### src/rtl/reverse_buf.sv
// Reverse (skid) buffer: cuts the backward ready path with one skid register; valid/data pass straight through when empty.
// Latency 0 cycles when empty, 1+ when skidded; input_port_ready = ~skid_valid, so every stall costs one input bubble.

module reverse_buf_logic (
  input  logic clk,
  input  logic rst,
  input  logic in_valid,
  input  logic out_ready,
  output logic skid_valid,
  output logic load_en
);

  typedef enum logic {EMPTY = 1'b0, FULL = 1'b1} state_t;

  state_t state_q, state_d;

  always_ff @(posedge clk) begin
    if (rst) state_q <= EMPTY;
    else     state_q <= state_d;
  end

  always_comb begin
    state_d = state_q;
    case (state_q)
      EMPTY:   if (in_valid && !out_ready) state_d = FULL;
      FULL:    if (out_ready)              state_d = EMPTY;
      default: state_d = EMPTY;
    endcase
  end

  // Capture only the beat that would otherwise be lost to a stall while empty.
  always_comb begin
    skid_valid = (state_q == FULL);
    load_en    = (state_q == EMPTY) && in_valid && !out_ready;
  end

endmodule

module reverse_buf #(
  parameter int DATA_WIDTH      = 8,
  parameter int STALL_CNT_WIDTH = 16
) (
  input  logic                       clock_port,
  input  logic                       reset_port,
  input  logic [DATA_WIDTH-1:0]      input_port_data,
  input  logic                       input_port_valid,
  output logic                       input_port_ready,
  output logic [DATA_WIDTH-1:0]      output_port_data,
  output logic                       output_port_valid,
  input  logic                       output_port_ready,
  input  logic                       stat_clear,
  output logic [STALL_CNT_WIDTH-1:0] stall_count
);

  logic                       skid_valid;
  logic                       load_en;
  logic                       stall;
  logic [DATA_WIDTH-1:0]      skid_data_q, skid_data_d;
  logic [STALL_CNT_WIDTH-1:0] stall_count_q, stall_count_d;

  reverse_buf_logic u_logic (
    .clk        (clock_port),
    .rst        (reset_port),
    .in_valid   (input_port_valid),
    .out_ready  (output_port_ready),
    .skid_valid (skid_valid),
    .load_en    (load_en)
  );

  // Ready comes straight off the state flop: no path from output_port_ready.
  always_comb begin
    input_port_ready  = !skid_valid;
    output_port_valid = skid_valid ? 1'b1 : input_port_valid;
    output_port_data  = skid_valid ? skid_data_q : input_port_data;
    stall             = output_port_valid && !output_port_ready;
    stall_count       = stall_count_q;
  end

  always_comb begin
    skid_data_d = skid_data_q;
    if (load_en) skid_data_d = input_port_data;
  end

  always_comb begin
    stall_count_d = stall_count_q;
    if (stat_clear)
      stall_count_d = '0;
    else if (stall && (stall_count_q != {STALL_CNT_WIDTH{1'b1}}))
      stall_count_d = stall_count_q + 1'b1;
  end

  always_ff @(posedge clock_port) begin
    if (reset_port) begin
      skid_data_q   <= '0;
      stall_count_q <= '0;
    end else begin
      skid_data_q   <= skid_data_d;
      stall_count_q <= stall_count_d;
    end
  end

endmodule

### config.mk
export PLATFORM = sky130hd
export DESIGN_NAME = reverse_buf
export DESIGN_NICKNAME = d
export VERILOG_FILES = /design/src/rtl/reverse_buf.sv
export SDC_FILE = /design/constraint.sdc
export NUM_CORES = 1
export LEC_CHECK = 0
export ABC_AREA = 1
export CELL_PAD_IN_SITES_DETAIL_PLACEMENT = 1
export CELL_PAD_IN_SITES_GLOBAL_PLACEMENT = 1
export CORE_ASPECT_RATIO = 0.6
export CORE_UTILIZATION = 32
export DETAILED_ROUTE_END_ITERATION = 8
export PLACE_DENSITY = 0.84
export RECOVER_POWER = 50
export SYNTH_ARGS = -nofsm -noshare
export SYNTH_HDL_FRONTEND = slang
export SYNTH_HIERARCHICAL = 1
export SYNTH_SLANG_ARGS = --single-unit
### constraint.sdc
create_clock -name clock_port -period 1.65 [get_ports clock_port]
set_input_delay 0.33 -clock clock_port [delete_from_list [all_inputs] [get_ports clock_port]]
set_output_delay 0.33 -clock clock_port [all_outputs]
set_load 0.01 [all_outputs]
==> impl_results.md, run 1 <==
* Outcome: finished with violations
* Failing checks: design-rule violations
* Achievable Freq at 629 MHz
* Final Hold Viols at 0
* Antenna cells at 0
* Period minus WS final at between 1.5 and 2 ns
* # clock sinks at 25
* Final period util at roughly 96%
* Latest clock arrival within the worst-skew pair at between 0.2 and 0.3 ns
* I/O pin total at 39
* Number of detailed-route iterations in the first pass at 6
* # setup viols final at 0
* RePlAce Congestion at between 0.8 and 0.9
* Met3 WL at between 150 and 200 um
* Crit path cell chain: buf_4 > clkdlybuf4s50_1
* Port Buf Inserts at 38
* CTS tree: built
* Worst Hold Depth at 2
* Worst hold path type: flop to flop
* Nets at roughly 280
* Syn avg cell area at 6.49 um2
* Layout Skew at around 0.0024 ns
* R2R Setup Slk at approximately 0.14 ns
* Required time worst endpoint at between 1 and 1.5 ns
* FF-to-FF path depth at 9
* Core footprint at just over 4000 um2
* Worst relative slew slack at around 70%
* Routed vias/inst at roughly 4.8
* Total die area at 4640 um2
* Initial antenna violation count at 0
* Avg WL per Cell at between 10 and 15 um
* Wire length on met1 at about 2.3 mm
* Hold EP: skid_data_q[6]$_SDFFE_PP0P_
* Antenna Violating Nets Remaining at 0
* R2r endpoint: stall_count[7]$_SDFFE_PP0P_
* Leakage at slightly below 0.8 nW
* Max-cap violations at 0
* Routed WL at 4.32 mm
* Crit path DAT at roughly 1.3 ns
* Worst setup EP type: output port
* Delay of the slowest cell on the worst path at between 0.5 and 0.6 ns
* CP max-delay cell: clkdlybuf4s50_1
* First-pass GRT wire length at between 7 and 8 mm
* Largest net degree at the start of global routing at 14
* Slew @ Worst Pin at approximately 0.42 ns
* Register bit total from synthesis at 25
* Aggregate global routing overflow at 0
* Maximum fanout along the worst path at 4
* Vias in the first global route at about 1500
* Die span in x at between 80 and 90 um
* Synthesis Warnings at 6
* Initial drt markers at 45
* Post-synthesis cell type count at 26
* Routed wl met2 at 1.82 mm
* Type of the worst setup path: flop to output port
* Post-Syn Nets at roughly 230
* Post-layout util at roughly half
* Standard-cell rows at 18
* Clk buf depth at 2
* Startpoint types: flop
* Reg-to-Reg Start: stall_count[0]$_SDFFE_PP0P_
* Buf/Inv on CP at 2
* Reg clk slew, reported paths at 0.09 ns
* Worst Hold Launch: skid_data_q[6]$_SDFFE_PP0P_
* Mapped cell area at around 1400 um2
* Top routing layer used: met4
* Cell family with most CP delay: buffers and inverters
* Fill cells at about 550
* Drc violations at 1
* Cell Pwr Density at roughly 600 nW/um2
* Root Driver: clkbuf_8
* Max-slew violations at 0
* Syn Inst Count at approximately 220
* Post-synthesis sequential area ratio at roughly 36%
* TritonCTS buffer count at 3
* Setup slack after layout at 0.0600 ns
* DIE HEIGHT at about 53 um
* Starting Density at roughly a third
* Hpwl dp at between 3 and 4 mm
* H-tree Lvls at 1
* Dpl ws at -0.163 ns
* Max VDD drop at 0.278 mV
* Layout cells sized above 1 at around 19%
* Crit. Startpoint: stall_count[0]$_SDFFE_PP0P_
* Area delta synth->final at 43.8%
* Vias at 1558
* GRT Total Usage at 20.8%
[cells in the final DEF (no fill, tap or decap), types with 9 or more instances in the layout]
cell type and instances:
dfxtp_1 12, nor2_1 37, dfxtp_2 13, buf_4 12, nand2_1 71, dlygate4sd2_1 9
clkdlybuf4s50_1 27, a21oi_1 14, nand3_1 9, inv_1 11
[logic make-up (layout without fill, tap and decap cells)]
kind of cell,Yosys count,in the layout,synth area share (%)
and+or+nand+nor,140,140,43.9
xor gates and xnor gates,5,5,3.14
buffers and inverters,18,71,5.91
AOI/OAI and AO/OA,26,26,10.3
DFF,25,25,35.8
adders and majority gates,1,1,0.896
[worst min-delay path, delay by kind of cell (launching register included)]
kind	cells	cell delay, ns
flops	1	0.32
compound gates	1	0.05
simple gates	1	0.06
[worst max path at each step]
stage,slack [ns],depth (start not counted),endpoint
floorplan,0.17,9,stall_count[2]$_SDFFE_PP0P_
global route,-0.002,7,stall_count[7]$_SDFFE_PP0P_
finish,0.06,2,stall_count[0]
CTS,0.005,1,stall_count[10]
global placement,-0.13,4,output_port_data[4]
detailed placement,-0.16,4,output_port_data[2]
[sequential cells by signal, summed over array words and instances (netlist names)]
signal,count
skid_data_q,8
u_logic/skid_valid,1
stall_count,16
[layer usage]
metal	track usage (%)	up-vias
met3	4.21	4
met5	0	-
li1	-	784
met1	29.9	739
met2	31.6	31
met4	4.64	0
[through the flow]
step / area [um2] / total power, W / hold slack (ns) / std cells / TNS [ns]
after floorplan: 1400 / 0.000743 / 0.441 / 215 / 0
after global placement: 1940 / 0.000868 / 0.450 / 323 / -1.83
after detailed placement: 1940 / 0.000874 / 0.457 / 323 / -2.80
after CTS: 1980 / 0.00123 / 0.470 / 327 / 0
after global routing: 2010 / 0.00129 / 0.503 / 328 / -0.00225
final: 2010 / 0.00122 / 0.465 / 328 / 0
[timing repair]
action,in CTS,in global routing
endpoints found under the setup margin,11,20
pin swaps,0,2
cloned,0,0
resized for setup,12,16
hold buffers,0,0
setup buffers,0,1
[cells in the mapped netlist (all sizes together)]
cell | number | area (um2)
clkbuf | 2 | 7.51
o21ai | 10 | 61.3
and3 | 1 | 6.26
nor2 | 47 | 214
clkinv | 1 | 3.75
xor2 | 2 | 17.5
nand3 | 9 | 45.0
o21bai | 1 | 7.51
xnor2 | 3 | 26.3
nand3b | 1 | 7.51
or2 | 1 | 6.26
dfxtp | 25 | 500
nand4 | 3 | 18.8
inv | 12 | 45.0
a21oi | 15 | 75.1
ha | 1 | 12.5
buf | 3 | 26.3
nand2 | 78 | 315
[cell type report]
type                            count  area, um2  share of cell area, %
Sequential cell                    25        517                   25.7
Clock buffer                        4       45.0                   2.24
Inverter                           13       50.0                   2.49
Timing Repair Buffer               54        497                   24.7
Tap cell                           60       75.1                   3.74
Multi-Input combinational cell    172        825                   41.1
[report_power, final]
group          switching, W  total, W  internal (W)
combinational      0.000106  0.000213      0.000107
clock              0.000197  0.000370      0.000173
sequential        0.0000141  0.000635      0.000621
total              0.000317   0.00122      0.000901
Note: power is estimated with default switching activity, not from simulation.
==> inputs of run 2 (changes only) <==
--- a/config.mk
+++ b/config.mk
@@ -11,8 +11,10 @@
 export CORE_ASPECT_RATIO = 0.6
 export CORE_UTILIZATION = 32
 export DETAILED_ROUTE_END_ITERATION = 8
+export HOLD_SLACK_MARGIN = 0.05
 export PLACE_DENSITY = 0.84
 export RECOVER_POWER = 50
+export SKIP_LAST_GASP = 1
 export SYNTH_ARGS = -nofsm -noshare
 export SYNTH_HDL_FRONTEND = slang
 export SYNTH_HIERARCHICAL = 1
==> constraint.sdc (replaced) <==
create_clock -name clock_port -period 1.6 [get_ports clock_port]
set_input_delay 0.32 -clock clock_port [delete_from_list [all_inputs] [get_ports clock_port]]
set_output_delay 0.32 -clock clock_port [all_outputs]
set_load 0.01 [all_outputs]
==> impl_results.md, run 2 (synthesized netlist as in run 1, its figures left out) <==
* Outcome: finished with violations
* Failing checks: design-rule violations
* Number of detailed-route iterations in the first pass at 6 (unchanged)
* FF-to-FF path depth at 9 (unchanged)
* Vias in the first global route at 1421 (-4.1%)
* Max-cap violations at 0 (unchanged)
* Worst hold path type: flop to flop
* WHS at 0.469 ns (+0.00377 ns)
* CTS tree: built
* Worst Hold Depth at 2 (unchanged)
* Port Buf Inserts at 38 (unchanged)
* CP max-delay cell: clkdlybuf4s50_1
* Initial antenna violation count at 0 (unchanged)
* Routed WL at 4.24 mm (-1.9%)
* RSZ-0062 raised after global routing: true
* Dpl ws at -0.253 ns (-0.0902 ns)
* Required time worst endpoint at 1.77 ns (+0.45 ns)
* Initial drt markers at 77 (+71%)
* Avg WL per Cell at 12.9 um (-1.9%)
* Fill cells at 569 (+3.6%)
* Aggregate global routing overflow at 0 (unchanged)
* Period minus WS final at around 1.6 ns
* # setup viols final at 0 (unchanged)
* Layout Skew at 0.00542 ns (+0.00306 ns)
* Switching portion of total power at 26.0% (-0.044 points)
* Area of the multi-input gates at 822 um2 (-0.30%)
* DIE HEIGHT at 53.2 um (unchanged)
* GRT Total Usage at 19.3% (-1.4 points)
* Crit path cell chain: clkdlybuf4s50_1 > buf_4 > o21bai_1 > nor2_2 > buf_4 > o21ai_1 > nor2_1
* Worst relative slew slack at 72.6% (+0.53 points)
* Reg area at 519 um2 (+0.48%)
* Post-route setup TNS at 0 ns (unchanged)
* Most frequent cells in the layout: nand2_1, nor2_1, clkdlybuf4s50_1
* Final Hold Viols at 0 (unchanged)
* Internal at 0.000930 W (+3.3%)
* R2r endpoint: stall_count[8]$_SDFFE_PP0P_
* Reg clk slew, reported paths at 0.08 ns (about the same)
* Max FFs per register at 16 (unchanged)
* Largest net degree at the start of global routing at 14 (unchanged)
* Antenna Violating Nets Remaining at 0 (unchanged)
* Type of the worst setup path: input pin to flop
* Standard-cell rows at 18 (unchanged)
* Worst Hold Launch: skid_data_q[7]$_SDFFE_PP0P_
* Drc violations at 1 (unchanged)
* Combinational share of power at 17.5% (about the same)
* Cell Pwr Density at 625 nW/um2 (+3.0%)
* I/O pin total at 39 (unchanged)
* Startpoint types: input pin
* Latest clock arrival within the worst-skew pair at 0.27 ns (about the same)
* Delay of the slowest cell on the worst path at 0.44 ns (-0.09 ns)
* TritonCTS buffer count at 3 (unchanged)
* Met3 Resource Use GR at 3.28% (-0.94 points)
* Switch Pwr at 0.000327 W (+3.0%)
* Worst setup EP type: flop
* H-tree Lvls at 1 (unchanged)
* Achievable Freq at between 600 and 700 MHz
* Clk buf depth at 2 (unchanged)
* Slew @ Worst Pin at 0.411 ns (-0.00791 ns)
* Clock network fraction of total power at 30.3% (about the same)
* Hpwl dp at 3.34 mm (-1.0%)
* Total die area at 4640 um2 (unchanged)
* Crit path DAT at 1.74 ns (+0.48 ns)
* Max VDD drop at 0.304 mV (+9.4%)
* Routed vias/inst at 4.70 (-1.2%)
* M1 GR Usage at 28.6% (-1.3 points)
* GRT busiest layer: met1
* Fin cells at 328 (unchanged)
* Setup slack after layout at 0.0266 ns (-0.0334 ns)
* Hold Buf Count CTS at 0 (unchanged)
* Die span in x at 87.3 um (unchanged)
* DP Cell Count at 323 (unchanged)
* # clock sinks at 25 (unchanged)
* Root Driver: clkbuf_8
* Area delta synth->final at 44.2%
* Layout cells sized above 1 at 20.1% (+0.75 points)
* Starting Density at 33.7% (unchanged)
* Final period util at just under 100%
* RePlAce Congestion at 0.796 (-1.2%)
* Cell mode on critical path: buf_4
* Antenna cells at 0 (unchanged)
* Reg-to-Reg Start: stall_count[0]$_SDFFE_PP0P_
* R2R Setup Slk at 0.08 ns (-0.06 ns)
* Nets at 283 (unchanged)
* Sequential share of power at 52.1% (about the same)
* Vias at 1540 (-1.2%)
* Max-slew violations at 0 (unchanged)
* First-pass GRT wire length at 6.79 mm (-5.9%)
* Hold EP: skid_data_q[7]$_SDFFE_PP0P_
* Core footprint at 4140 um2 (unchanged)
* Post-layout util at 48.6% (+0.12 points)
* Met2 Usage GRT at 28.5% (-3.1 points)
* Maximum fanout along the worst path at 4 (unchanged)
* Commonest non-fill, non-tap cell in the layout: nand2_1
* Leakage at 0.818 nW (+3.7%)
[run 2: changes by cell type in the layout (fill, tap and decap cells not counted), sizes merged]
cell,change
buf,+2
clkbuf,-2
clkdlybuf4s50,-1
dlygate4sd2,+1
dlygate4sd3,-1
dlymetal6s2s,+1
[run 2: power groups by stage]
stage	combinational, W	sequential [W]	clock [W]
2_1_floorplan	0.0000965	0.000670	0
3_3_place_gp	0.000228	0.000667	0
3_5_place_dp	0.000234	0.000668	0
4_1_cts	0.000223	0.000655	0.000397
5_1_grt	0.000244	0.000659	0.000434
6_report	0.000220	0.000656	0.000381
[run 2: how the worst max path moves through the flow]
stage | slack [ns] | startpoint | to
floorplan | 0.12 | stall_count[0]$_SDFFE_PP0P_ | stall_count[2]$_SDFFE_PP0P_
global route | -0.05 | u_logic/skid_valid$_SDFF_PP0_ | output_port_valid
CTS | -0.17 | input_port_data[2] | output_port_data[2]
global placement | -0.16 | input_port_data[4] | output_port_data[4]
finish | 0.03 | input_port_valid | stall_count[8]$_SDFFE_PP0P_
detailed placement | -0.25 | input_port_valid | stall_count[0]$_SDFFE_PP0P_
[run 2: worst max-delay path, delay by kind of cell]
family / cells / cell delay (ns)
buffers and inverters: 3 / 0.77
AOI/OAI and AO/OA: 2 / 0.44
and+or+nand+nor: 2 / 0.21
[run 2: cell type report]
type	count	area share (%)
multi-input cells	172	40.8
flip-flops and latches	25	25.8
repair buffers	54	24.9
well taps	60	3.73
inverters	13	2.49
clock buffers	4	2.24
[run 2: metal layers]
metal / vias to the layer above / wire [um]
met4: 0 / 43
li1: 779 / -
met3: 4 / 116
met5: - / 0
met2: 21 / 1770
met1: 736 / 2300
[run 2: per-stage QoR]
| step | total power, W | area, um2 |
|---|---|---|
| final | 0.00126 | 2010 |
| after global routing | 0.00134 | 2010 |
| after CTS | 0.00127 | 1990 |
| after detailed placement | 0.000902 | 1940 |
| after global placement | 0.000895 | 1940 |
| after floorplan | 0.000766 | 1400 |
[run 2: timing repair]
item                                    in CTS  in global routing
pin swaps                                    0                  3
endpoints found under the hold margin        0                  0
setup buffers                                0                  1
endpoints found under the setup margin      21                 17
gates resized for setup                     22                  9
cloned                                       0                  0
==> inputs of run 3 (changes only) <==
--- a/config.mk
+++ b/config.mk
@@ -15,6 +15,7 @@
 export PLACE_DENSITY = 0.84
 export RECOVER_POWER = 50
 export SKIP_LAST_GASP = 1
+export SLEW_MARGIN = 30
 export SYNTH_ARGS = -nofsm -noshare
 export SYNTH_HDL_FRONTEND = slang
 export SYNTH_HIERARCHICAL = 1
==> results of run 3 <==
No change in the layout: final DEF, timing and power equal those of run 2.
